==> config.mk <==
export PLATFORM = sky130hd
export DESIGN_NAME = piano_voice_bank
export DESIGN_NICKNAME = d
export VERILOG_FILES = /design/src/rtl/piano_pkg.sv /design/src/rtl/piano_voice.sv /design/src/rtl/piano_voice_bank.sv
export SDC_FILE = /design/constraint.sdc
export NUM_CORES = 1
export LEC_CHECK = 0
export ABC_AREA = 1
export CAP_MARGIN = 5
export CELL_PAD_IN_SITES_DETAIL_PLACEMENT = 0
export CELL_PAD_IN_SITES_GLOBAL_PLACEMENT = 1
export CORE_MARGIN = 3
export CORE_UTILIZATION = 47
export CTS_CLUSTER_DIAMETER = 150
export CTS_CLUSTER_SIZE = 40
export DETAILED_ROUTE_END_ITERATION = 16
export PLACE_DENSITY = 0.89
export SLEW_MARGIN = 20
export SYNTH_ARGS = -nofsm -noshare
export SYNTH_HDL_FRONTEND = slang
export SYNTH_SLANG_ARGS = --single-unit
export TNS_END_PERCENT = 1
==> constraint.sdc <==
create_clock -name clk -period 3.9 [get_ports clk]
set_input_delay 0.585 -clock clk [delete_from_list [all_inputs] [get_ports clk]]
set_output_delay 0.585 -clock clk [all_outputs]
set_load 0.05 [all_outputs]
==> src/rtl/piano_pkg.sv <==
// rtl/piano_pkg.sv - per-channel tone, tap and seed tables for the piano voice bank
// Tables are indexed by channel number; entries 0..7 are the C4..C5 scale at 50 MHz,
// entries 8..15 extend the bank to its 16-channel maximum.
package piano_pkg;

    localparam int MAX_CH     = 16;
    localparam int TBL_DIV_W  = 17;
    localparam int TBL_LFSR_W = 8;

    // Half-period minus one, in clk cycles.
    localparam logic [TBL_DIV_W-1:0] DEFAULT_HALF [MAX_CH] = '{
        17'd95554, 17'd85131, 17'd75841, 17'd71585,
        17'd63774, 17'd56817, 17'd50619, 17'd47777,
        17'd42566, 17'd37921, 17'd35793, 17'd31887,
        17'd28409, 17'd25310, 17'd23889, 17'd21283
    };

    // Galois feedback taps; bit 0 is implied by the feedback wiring.
    localparam logic [TBL_LFSR_W-1:0] TAP [MAX_CH] = '{
        8'h1D, 8'h55, 8'h85, 8'h0B, 8'h15, 8'h45, 8'h1D, 8'h87,
        8'h1D, 8'h2B, 8'h2D, 8'h4D, 8'h5F, 8'h63, 8'h65, 8'h69
    };

    // Non-zero seeds so no channel can start in the lock-up state.
    localparam logic [TBL_LFSR_W-1:0] SEED [MAX_CH] = '{
        8'hFF, 8'hDF, 8'h55, 8'hEF, 8'hF8, 8'h66, 8'hFF, 8'hAA,
        8'h81, 8'h3C, 8'hC3, 8'h5A, 8'hA5, 8'h7E, 8'hE7, 8'h99
    };

endpackage

==> src/rtl/piano_voice.sv <==
// rtl/piano_voice.sv - one piano channel: key synchronizer, debounce, tone divider, noise LFSR
// Ports: clk/rst_n (async active-low), key raw level, mode (0 tone / 1 noise), half
// half-period minus one; outputs active debounced level, key_rise/key_fall one-cycle
// pulses, voice audio bit.
module piano_voice #(
    parameter int                LFSR_W  = 8,
    parameter int                DIV_W   = 17,
    parameter int                DB_WAIT = 3,
    parameter int                DB_W    = 3,
    parameter logic [LFSR_W-1:0] TAP     = '0,
    parameter logic [LFSR_W-1:0] SEED    = '1
) (
    input  logic             clk,
    input  logic             rst_n,
    input  logic             key,
    input  logic             mode,
    input  logic [DIV_W-1:0] half,
    output logic             active,
    output logic             key_rise,
    output logic             key_fall,
    output logic             voice
);

    localparam logic [DB_W-1:0] DB_LAST = DB_W'(DB_WAIT);

    logic              s0_q, s1_q;
    logic              active_q, active_d;
    logic              rise_q, rise_d;
    logic              fall_q, fall_d;
    logic [DB_W-1:0]   db_cnt_q, db_cnt_d;
    logic [DIV_W-1:0]  div_cnt_q, div_cnt_d;
    logic              phase_q, phase_d;
    logic [LFSR_W-1:0] lfsr_q, lfsr_d, lfsr_step;
    logic              lfsr_fb;
    logic              tick;

    // Debounce: the synchronized level must disagree with active for DB_WAIT+1
    // consecutive edges before active follows it.
    always_comb begin
        active_d = active_q;
        rise_d   = 1'b0;
        fall_d   = 1'b0;
        db_cnt_d = '0;
        if (s1_q != active_q) begin
            if (db_cnt_q == DB_LAST) begin
                active_d = s1_q;
                rise_d   = s1_q;
                fall_d   = !s1_q;
            end else begin
                db_cnt_d = db_cnt_q + 1'b1;
            end
        end
    end

    // >= rather than == so a half shrunk below the running count wraps at once.
    assign tick = active_q && (div_cnt_q >= half);

    // Clearing on active_d drops the divider on the same edge the key releases;
    // counting only starts once active_q is set, giving half+1 cycles to the first toggle.
    always_comb begin
        div_cnt_d = '0;
        phase_d   = 1'b0;
        if (active_d) begin
            div_cnt_d = div_cnt_q;
            phase_d   = phase_q;
            if (tick) begin
                div_cnt_d = '0;
                phase_d   = !phase_q;
            end else if (active_q) begin
                div_cnt_d = div_cnt_q + 1'b1;
            end
        end
    end

    assign lfsr_fb   = lfsr_q[LFSR_W-1];
    assign lfsr_step = {lfsr_q[LFSR_W-2:0], lfsr_fb}
                     ^ ({LFSR_W{lfsr_fb}} & {TAP[LFSR_W-1:1], 1'b0});
    assign lfsr_d    = (tick && mode) ? lfsr_step : lfsr_q;

    always_ff @(posedge clk or negedge rst_n) begin
        if (!rst_n) begin
            s0_q      <= 1'b0;
            s1_q      <= 1'b0;
            active_q  <= 1'b0;
            rise_q    <= 1'b0;
            fall_q    <= 1'b0;
            db_cnt_q  <= '0;
            div_cnt_q <= '0;
            phase_q   <= 1'b0;
            lfsr_q    <= SEED;
        end else begin
            s0_q      <= key;
            s1_q      <= s0_q;
            active_q  <= active_d;
            rise_q    <= rise_d;
            fall_q    <= fall_d;
            db_cnt_q  <= db_cnt_d;
            div_cnt_q <= div_cnt_d;
            phase_q   <= phase_d;
            lfsr_q    <= lfsr_d;
        end
    end

    assign active   = active_q;
    assign key_rise = rise_q;
    assign key_fall = fall_q;
    assign voice    = active_q & (mode ? lfsr_q[LFSR_W-1] : phase_q);

endmodule

==> src/rtl/piano_voice_bank.sv <==
// rtl/piano_voice_bank.sv - NUM_CH-voice piano note generator with run-time half-period config
// Ports: clk/rst_n (async active-low), key[NUM_CH] raw levels, mode (0 tone / 1 noise),
// cfg_we/cfg_ch/cfg_half half-period write; outputs active, key_rise, key_fall, voice
// per channel and mix = registered count of voice bits high.
module piano_voice_bank
    import piano_pkg::*;
#(
    parameter int NUM_CH  = 8,
    parameter int LFSR_W  = 8,
    parameter int DIV_W   = 17,
    parameter int DB_WAIT = 3,
    parameter int DB_W    = 3,
    parameter int MIX_W   = $clog2(NUM_CH + 1)
) (
    input  logic              clk,
    input  logic              rst_n,
    input  logic [NUM_CH-1:0] key,
    input  logic              mode,
    input  logic              cfg_we,
    input  logic [3:0]        cfg_ch,
    input  logic [DIV_W-1:0]  cfg_half,
    output logic [NUM_CH-1:0] active,
    output logic [NUM_CH-1:0] key_rise,
    output logic [NUM_CH-1:0] key_fall,
    output logic [NUM_CH-1:0] voice,
    output logic [MIX_W-1:0]  mix
);

    logic [MIX_W-1:0] mix_q, mix_d;

    for (genvar g = 0; g < NUM_CH; g++) begin : g_ch
        localparam logic [DIV_W-1:0] HALF_RST = DIV_W'(DEFAULT_HALF[g]);
        localparam logic [3:0]       CH_ID    = 4'(g);

        logic [DIV_W-1:0] half_q, half_d;

        // Channel numbers past NUM_CH never match, so those writes fall away.
        assign half_d = (cfg_we && cfg_ch == CH_ID) ? cfg_half : half_q;

        always_ff @(posedge clk or negedge rst_n) begin
            if (!rst_n) half_q <= HALF_RST;
            else        half_q <= half_d;
        end

        piano_voice #(
            .LFSR_W  (LFSR_W),
            .DIV_W   (DIV_W),
            .DB_WAIT (DB_WAIT),
            .DB_W    (DB_W),
            .TAP     (LFSR_W'(TAP[g])),
            .SEED    (LFSR_W'(SEED[g]))
        ) u_voice (
            .clk      (clk),
            .rst_n    (rst_n),
            .key      (key[g]),
            .mode     (mode),
            .half     (half_q),
            .active   (active[g]),
            .key_rise (key_rise[g]),
            .key_fall (key_fall[g]),
            .voice    (voice[g])
        );
    end

    always_comb begin
        mix_d = '0;
        for (int i = 0; i < NUM_CH; i++) begin
            mix_d = mix_d + MIX_W'(voice[i]);
        end
    end

    always_ff @(posedge clk or negedge rst_n) begin
        if (!rst_n) mix_q <= '0;
        else        mix_q <= mix_d;
    end

    assign mix = mix_q;

endmodule

==> summary.txt, run 1 <==
Power and ir drop
  – Clock power frac: 20.2%
  – Internal Power: 0.006597 W
  – Tot Pwr: 0.01033 W
  – Peak VDD IR: 0.3134 mV
  – Reg power frac: 50.8%
  – Combinational power share: 29.1%
  – Switching power: 0.003731 W
  – Sw Ratio: 36.13%
  – P_leak: 12.08 nW
  – Power Dens Cells: 430.9 mW/mm²

CTS
  – Number of buffers created by CTS: 14
  – Root Driver: clkbuf_16
  – Setup Buffers After CTS: 0
  – Clock Latency Late Sink: 0.56 ns
  – H-Tree Depth: 1
  – Clock sink count: 412
  – TritonCTS clock tree: done
  – Hold Buf Count CTS: 0
  – Clock buffer depth: 3
  – Post-CTS resize count: 0
  – Clk slew on worst S/H paths: 0.15 ns

Critical path
  – Critical path origin: g_ch[1].u_voice.lfsr_q[7]
  – FF-to-FF Start: g_ch[1].u_voice.lfsr_q[7]
  – Critical Path Start Type: flop
  – Reg-to-reg endpoint: mix[2]
  – Crit path capture: mix[2]
  – R2r setup slk: 0.51 ns
  – CP Class: flop to flop
  – CP endpoint kind: flop
  – Maximum fanout along the worst path: 6
  – Crit path arrival time: 3.83 ns
  – Reg2Reg Depth: 10
  – Crit path required time: 4.34 ns

Timing
  – Peak Freq: 294.8 MHz
  – Final setup vio count: 0
  – RSZ-0062 raised after global routing: no
  – Final period util: 86.98%
  – Clock Skew: 0.03818 ns
  – Slew HR: 34.01%
  – Fin crit period: 3.392 ns
  – Final Hold Vio Count: 0
  – Max-slew violations: 0
  – Setup TNS: 0 ns
  – Least-Margin Pin Slew: 0.9870 ns

Synthesis
  – Library cells used by synthesis: 45
  – Post-synth top flop: dfrtp_1
  – Number of flops mapped to enable cells by yosys: 0
  – Post-Syn Area per Cell: 8.149 µm²
  – Syn Nets: 2946
  – Ys async rst share: 100.0%
  – Yosys warns: 0
  – Synthesized flop and latch total: 412
  – Synth top area share: 33.12%
  – Register area share after synthesis: 46.58%
  – Mapped Area: 0.02244 mm²
  – Ranking of synthesized cells by area: dfrtp_1, dfstp_2, nand2_1
  – Mapped Cells: 2754
  – Synth area leader: dfrtp_1

Layout
  – Fin nets: 2953
  – Inserted Diodes: 0
  – Multi-input gate area: 0.01011 mm²
  – Layout cell share with drive strength beyond 1: 7.045%
  – Final cell count without fillers: 3375
  – Sequential Area: 0.01045 mm²
  – Area growth, synth to finish: 6.807%
  – Util after Layout: 51.16%
  – Filler cell count: 4448
  – Finished Cell Area: 0.02397 mm²

Global route
  – Initial antenna violation count: 0
  – Total GRT Usage: 20.16%
  – GRT overflow: 0
  – Largest net degree at the start of global routing: 93
  – First-pass GRT wire length: 84110 µm
  – Vias in the first global route: 17010

Placed design
  – HPWL after detailed placement: 36730 µm
  – Cells after DPL: 3352
  – Placed inst area: 0.02353 mm²
  – Gpl congestion: 0.8642
  – Port Buffers: 68

Floorplan
  – Die Wd: 224.5 µm
  – Die height: 224.5 µm
  – Full die area: 0.05040 mm²
  – Initial core utilization: 47.90%
  – # rows: 79
  – Top-Level Pins: 69
  – Core Box Area: 0.04685 mm²

Run
  – # Max-Cap Violations: 0

Routing
  – Initial drt markers: 1168
  – Post-DRT Antenna Nets: 0
  – Drt first pass iters: 7
  – Post-route DRC: 0
  – Drt via density: 5.140
  – WL/cell: 14.80 µm
  – Routed via count: 17350
  – Total routed wirelength: 49950 µm

Min path
  – Worst hold-check path type: input pin to async pin

Outcome
  – Status: finished, final reports clean
## power by group through the flow
stage                     sequential, W  combinational, W  clock (W)
after floorplan                 0.00527           0.00218          0
after global placement          0.00531           0.00293          0
after detailed placement        0.00532           0.00303          0
after CTS                       0.00525           0.00304    0.00218
after global routing            0.00532           0.00343    0.00231
final                           0.00524           0.00300    0.00208
## per-layer routing
layer | global-route usage (%) | vias to the layer above | part of all wire (%)
met5 | 0 | - | 0
met1 | 27.00 | 8286 | 45
li1 | - | 8748 | -
met4 | 6.356 | 0 | 2.9
met2 | 34.54 | 255 | 48
met3 | 2.271 | 60 | 3.7
## worst max-delay path, cell delays in order, from the launching register on
cell and delay [ns]:
dfstp_2 0.62, o21ai_0 0.10, a21oi_1 0.26, fa_1 0.51, inv_1 0.11, fa_1 0.41
inv_1 0.08, fa_1 0.42, ha_1 0.22, fa_1 0.38, xor2_1 0.17
## cells in the mapped netlist, types with 2 or more instances
cell,number
nand2_1,795
inv_1,346
dfrtp_1,297
nor2_1,244
o21ai_0,174
ha_1,155
nand3_1,124
dfstp_2,115
nand4_1,107
xor2_1,88
a21oi_1,60
nor3_1,49
clkbuf_1,42
buf_4,41
xnor2_1,25
buf_2,15
nand3_2,7
o21a_1,7
nor2_2,6
o21ai_1,6
a21o_1,5
o22ai_1,5
clkinv_1,4
fa_1,4
nand3b_1,4
a21boi_0,3
inv_2,3
or2_2,3
a31o_2,2
buf_1,2
nand2_2,2
## metrics by stage
stage / hold WS (ns) / setup WS (ns)
detailed placement: 0.3386 / 0.2482
CTS: 0.06287 / 0.5102
global route: 0.08713 / 0.3506
global placement: 0.3340 / 0.2765
finish: 0.04862 / 0.5076
floorplan: 0.2894 / 0.4551
## registers in the layout, indices dropped and copies added (netlist names)
register,cells
mix,4
g_ch.u_voice.s1_q,8
g_ch.u_voice.db_cnt_q,24
g_ch.half_q,136
g_ch.u_voice.div_cnt_q,136
g_ch.u_voice.active,8
g_ch.u_voice.phase_q,8
g_ch.u_voice.key_rise,8
g_ch.u_voice.s0_q,8
g_ch.u_voice.lfsr_q,64
g_ch.u_voice.key_fall,8
## cell families after synthesis
group | synth area share [%]
DFF | 46.58
xor gates and xnor gates | 4.483
AOI/OAI and AO/OA | 6.250
and+or+nand+nor | 25.29
buffers and inverters | 8.397
adders and majority gates | 8.999
## how the worst min path moves through the flow
stage,cells past startpoint,slack (ns),startpoint,to
final,1,0.05,rst_n,g_ch[0].half_q[0]
after global routing,1,0.09,rst_n,g_ch[0].u_voice.div_cnt_q[13]
after CTS,1,0.06,rst_n,g_ch[0].half_q[0]
after detailed placement,0,0.34,g_ch[1].u_voice.s0_q,g_ch[1].u_voice.s1_q
after global placement,0,0.33,g_ch[4].u_voice.s0_q,g_ch[4].u_voice.s1_q
after floorplan,0,0.29,rst_n,g_ch[0].half_q[0]
## cell usage in the layout (no fill, tap or decap), types with 2 or more instances in the layout
| cell | count |
|---|---|
| nand2_1 | 795 |
| inv_1 | 346 |
| dfrtp_1 | 297 |
| nor2_1 | 242 |
| o21ai_0 | 174 |
| ha_1 | 155 |
| nand3_1 | 123 |
| dfstp_2 | 115 |
| nand4_1 | 107 |
| xor2_1 | 88 |
| clkdlybuf4s50_1 | 61 |
| a21oi_1 | 60 |
| nor3_1 | 49 |
| buf_4 | 26 |
| xnor2_1 | 25 |
| clkbuf_16 | 15 |
| nor2_2 | 8 |
| nand3_2 | 8 |
| o21a_1 | 7 |
| clkbuf_1 | 7 |
| o21ai_1 | 6 |
| a21o_1 | 5 |
| o22ai_1 | 5 |
| clkinv_1 | 4 |
| nand3b_1 | 4 |
| fa_1 | 4 |
| or2_2 | 3 |
| inv_2 | 3 |
| a21boi_0 | 3 |
| buf_12 | 3 |
| nand2_2 | 2 |
| a31o_2 | 2 |
## layout make-up
cell class	count	area share [%]
clock inverter	1	0.1253
tap	607	3.169
multi-input combinational	1888	42.19
sequential	412	43.61
clock buffer	22	1.676
inverter	353	5.528
timing repair buffer	92	3.696
(Power assumes the default switching activity.)
==> inputs of run 2 (changes only) <==
Settings changed: MAX_ROUTING_LAYER set to met4, TNS_END_PERCENT 1 to 5.
==> summary.txt, run 2 (same netlist as run 1, synthesis figures left out) <==
Layout
  – Fin nets: 2953 (unchanged)
  – Commonest non-fill, non-tap cell in the layout: nand2_1
  – Final cell count without fillers: 3375 (unchanged)
  – Finished Cell Area: 0.02397 mm² (unchanged)
  – Area growth, synth to finish: 6.807% (unchanged)
  – Top flop regs: g_ch.half_q x136, g_ch.u_voice.div_cnt_q x136, g_ch.u_voice.lfsr_q x64
  – Filler cell count: 4448 (unchanged)
  – Most frequent cells in the layout: nand2_1, inv_1, dfrtp_1
  – Inserted Diodes: 0 (unchanged)
  – Layout cell share with drive strength beyond 1: 7.045% (unchanged)

Routing
  – Drt via density: 5.153 (+0.25%)
  – Initial drt markers: 1204 (+3.1%)
  – WL/cell: 14.81 µm (+0.10%)
  – Drt first pass iters: 5 (-2)
  – Post-route DRC: 0 (unchanged)
  – Total routed wirelength: 50000 µm (+0.10%)
  – Routed via count: 17390 (+0.25%)
  – Post-DRT Antenna Nets: 0 (unchanged)

Floorplan
  – Full die area: 0.05040 mm² (unchanged)
  – Die Wd: 224.5 µm (unchanged)
  – Initial core utilization: 47.90% (unchanged)
  – # rows: 79 (unchanged)
  – Top-Level Pins: 69 (unchanged)
  – Die height: 224.5 µm (unchanged)
  – Core Box Area: 0.04685 mm² (unchanged)

CTS
  – Clock Latency Late Sink: 0.56 ns (about the same)
  – Clock sink count: 412 (unchanged)
  – Hold Buf Count CTS: 0 (unchanged)
  – Number of buffers created by CTS: 14 (unchanged)
  – Clock buffer depth: 3 (unchanged)
  – H-Tree Depth: 1 (unchanged)
  – Setup Buffers After CTS: 0 (unchanged)
  – Post-CTS resize count: 0 (unchanged)
  – TritonCTS clock tree: done
  – Clk slew on worst S/H paths: 0.14 ns (about the same)
  – Root Driver: clkbuf_16

Placed design
  – Port Buffers: 68 (unchanged)
  – Gpl congestion: 0.8782 (+1.6%)
  – HPWL after detailed placement: 36730 µm (unchanged)
  – Placed inst area: 0.02353 mm² (unchanged)
  – Cells after DPL: 3352 (unchanged)

Timing
  – Least-Margin Pin Slew: 1.001 ns (+0.01425 ns)
  – Slew HR: 33.06% (-0.95 points)
  – RSZ-0062 raised after global routing: no
  – Final Hold Vio Count: 0 (unchanged)
  – Setup TNS: 0 ns (unchanged)
  – Fin crit period: 3.386 ns (-0.006354 ns)
  – Final period util: 86.82% (-0.16 points)
  – Final setup vio count: 0 (unchanged)
  – Max-slew violations: 0 (unchanged)
  – Peak Freq: 295.3 MHz (+0.19%)
  – Min Hold Slack: 0.05472 ns (+0.006099 ns)
  – Clock Skew: 0.03607 ns (-0.002101 ns)

Global route
  – Total GRT Usage: 20.77% (+0.61 points)
  – GRT overflow: 0 (unchanged)
  – Largest net degree at the start of global routing: 93 (unchanged)
  – First-pass GRT wire length: 84100 µm (about the same)
  – Vias in the first global route: 17020 (+0.071%)
  – Initial antenna violation count: 0 (unchanged)

Critical path
  – CP Class: flop to flop
  – Crit path arrival time: 3.83 ns (about the same)
  – Critical Path Start Type: flop
  – CP endpoint kind: flop
  – Maximum fanout along the worst path: 6 (unchanged)
  – Crit path required time: 4.34 ns (about the same)

Outcome
  – Status: finished, final reports clean

Power and ir drop
  – Peak VDD IR: 0.3132 mV (about the same)
  – P_leak: 12.08 nW (unchanged)
  – Power Dens Cells: 430.9 mW/mm² (about the same)

Min path
  – Worst hold-check path type: input pin to async pin

Run
  – # Max-Cap Violations: 0 (unchanged)
[run 2: cell counts in the layout (fill, tap and decap cells not counted)]
Identical to the previous run, type by type.
[run 2: stage by stage]
stage	util, %	total power [W]	setup slack (ns)
finish	51.16	0.01033	0.5140
CTS	51.15	0.01047	0.5102
global route	51.16	0.01106	0.3516
global placement	50.23	0.008231	0.2765
floorplan	-	0.007449	0.4551
detailed placement	50.23	0.008349	0.2482
[run 2: cell type report]
class | count | area [µm²] | share of cell area [%]
clock buffers | 22 | 401.6 | 1.676
clock inverters | 1 | 30.03 | 0.1253
inverters | 353 | 1325 | 5.528
multi-input cells | 1888 | 10110 | 42.19
flip-flops and latches | 412 | 10450 | 43.61
well taps | 607 | 759.5 | 3.169
repair buffers | 92 | 885.9 | 3.696
[run 2: worst paths after layout]
check	startpoint	endpoint	slack, ns	cells past startpoint
setup / recovery	g_ch[0].u_voice.lfsr_q[7]	mix[2]	0.51	10
hold / removal	rst_n	g_ch[0].u_voice.key_rise	0.05	1
setup reg to reg	g_ch[0].u_voice.lfsr_q[7]	mix[2]	0.51	10
hold reg to reg	g_ch[6].u_voice.s0_q	g_ch[6].u_voice.s1_q	0.37	0
max in group asynchronous	rst_n	g_ch[7].half_q[11]	2.84	2
min in group clk	g_ch[6].u_voice.s0_q	g_ch[6].u_voice.s1_q	0.37	0
[run 2: power breakdown]
part / switching [W] / internal (W)
Sequential: 0.000337 / 0.00491
Combinational: 0.00206 / 0.000945
Clock: 0.00134 / 0.000744
Total: 0.00373 / 0.00660
[run 2: critical path, stage by stage, from the launching register on]
cell and delay [ns]:
dfstp_2 0.62, o21ai_0 0.10, a21oi_1 0.24, fa_1 0.53, inv_1 0.11, fa_1 0.41, inv_1 0.08, fa_1 0.42
ha_1 0.22, fa_1 0.38, xor2_1 0.17
[run 2: layer usage]
layer | vias up | track usage (%) | share of wire [%]
li1 | 8749 | - | -
met1 | 8290 | 27.05 | 45
met2 | 278 | 34.51 | 48
met3 | 76 | 2.206 | 3.7
met4 | 0 | 6.356 | 3.1
met5 | - | - | 0
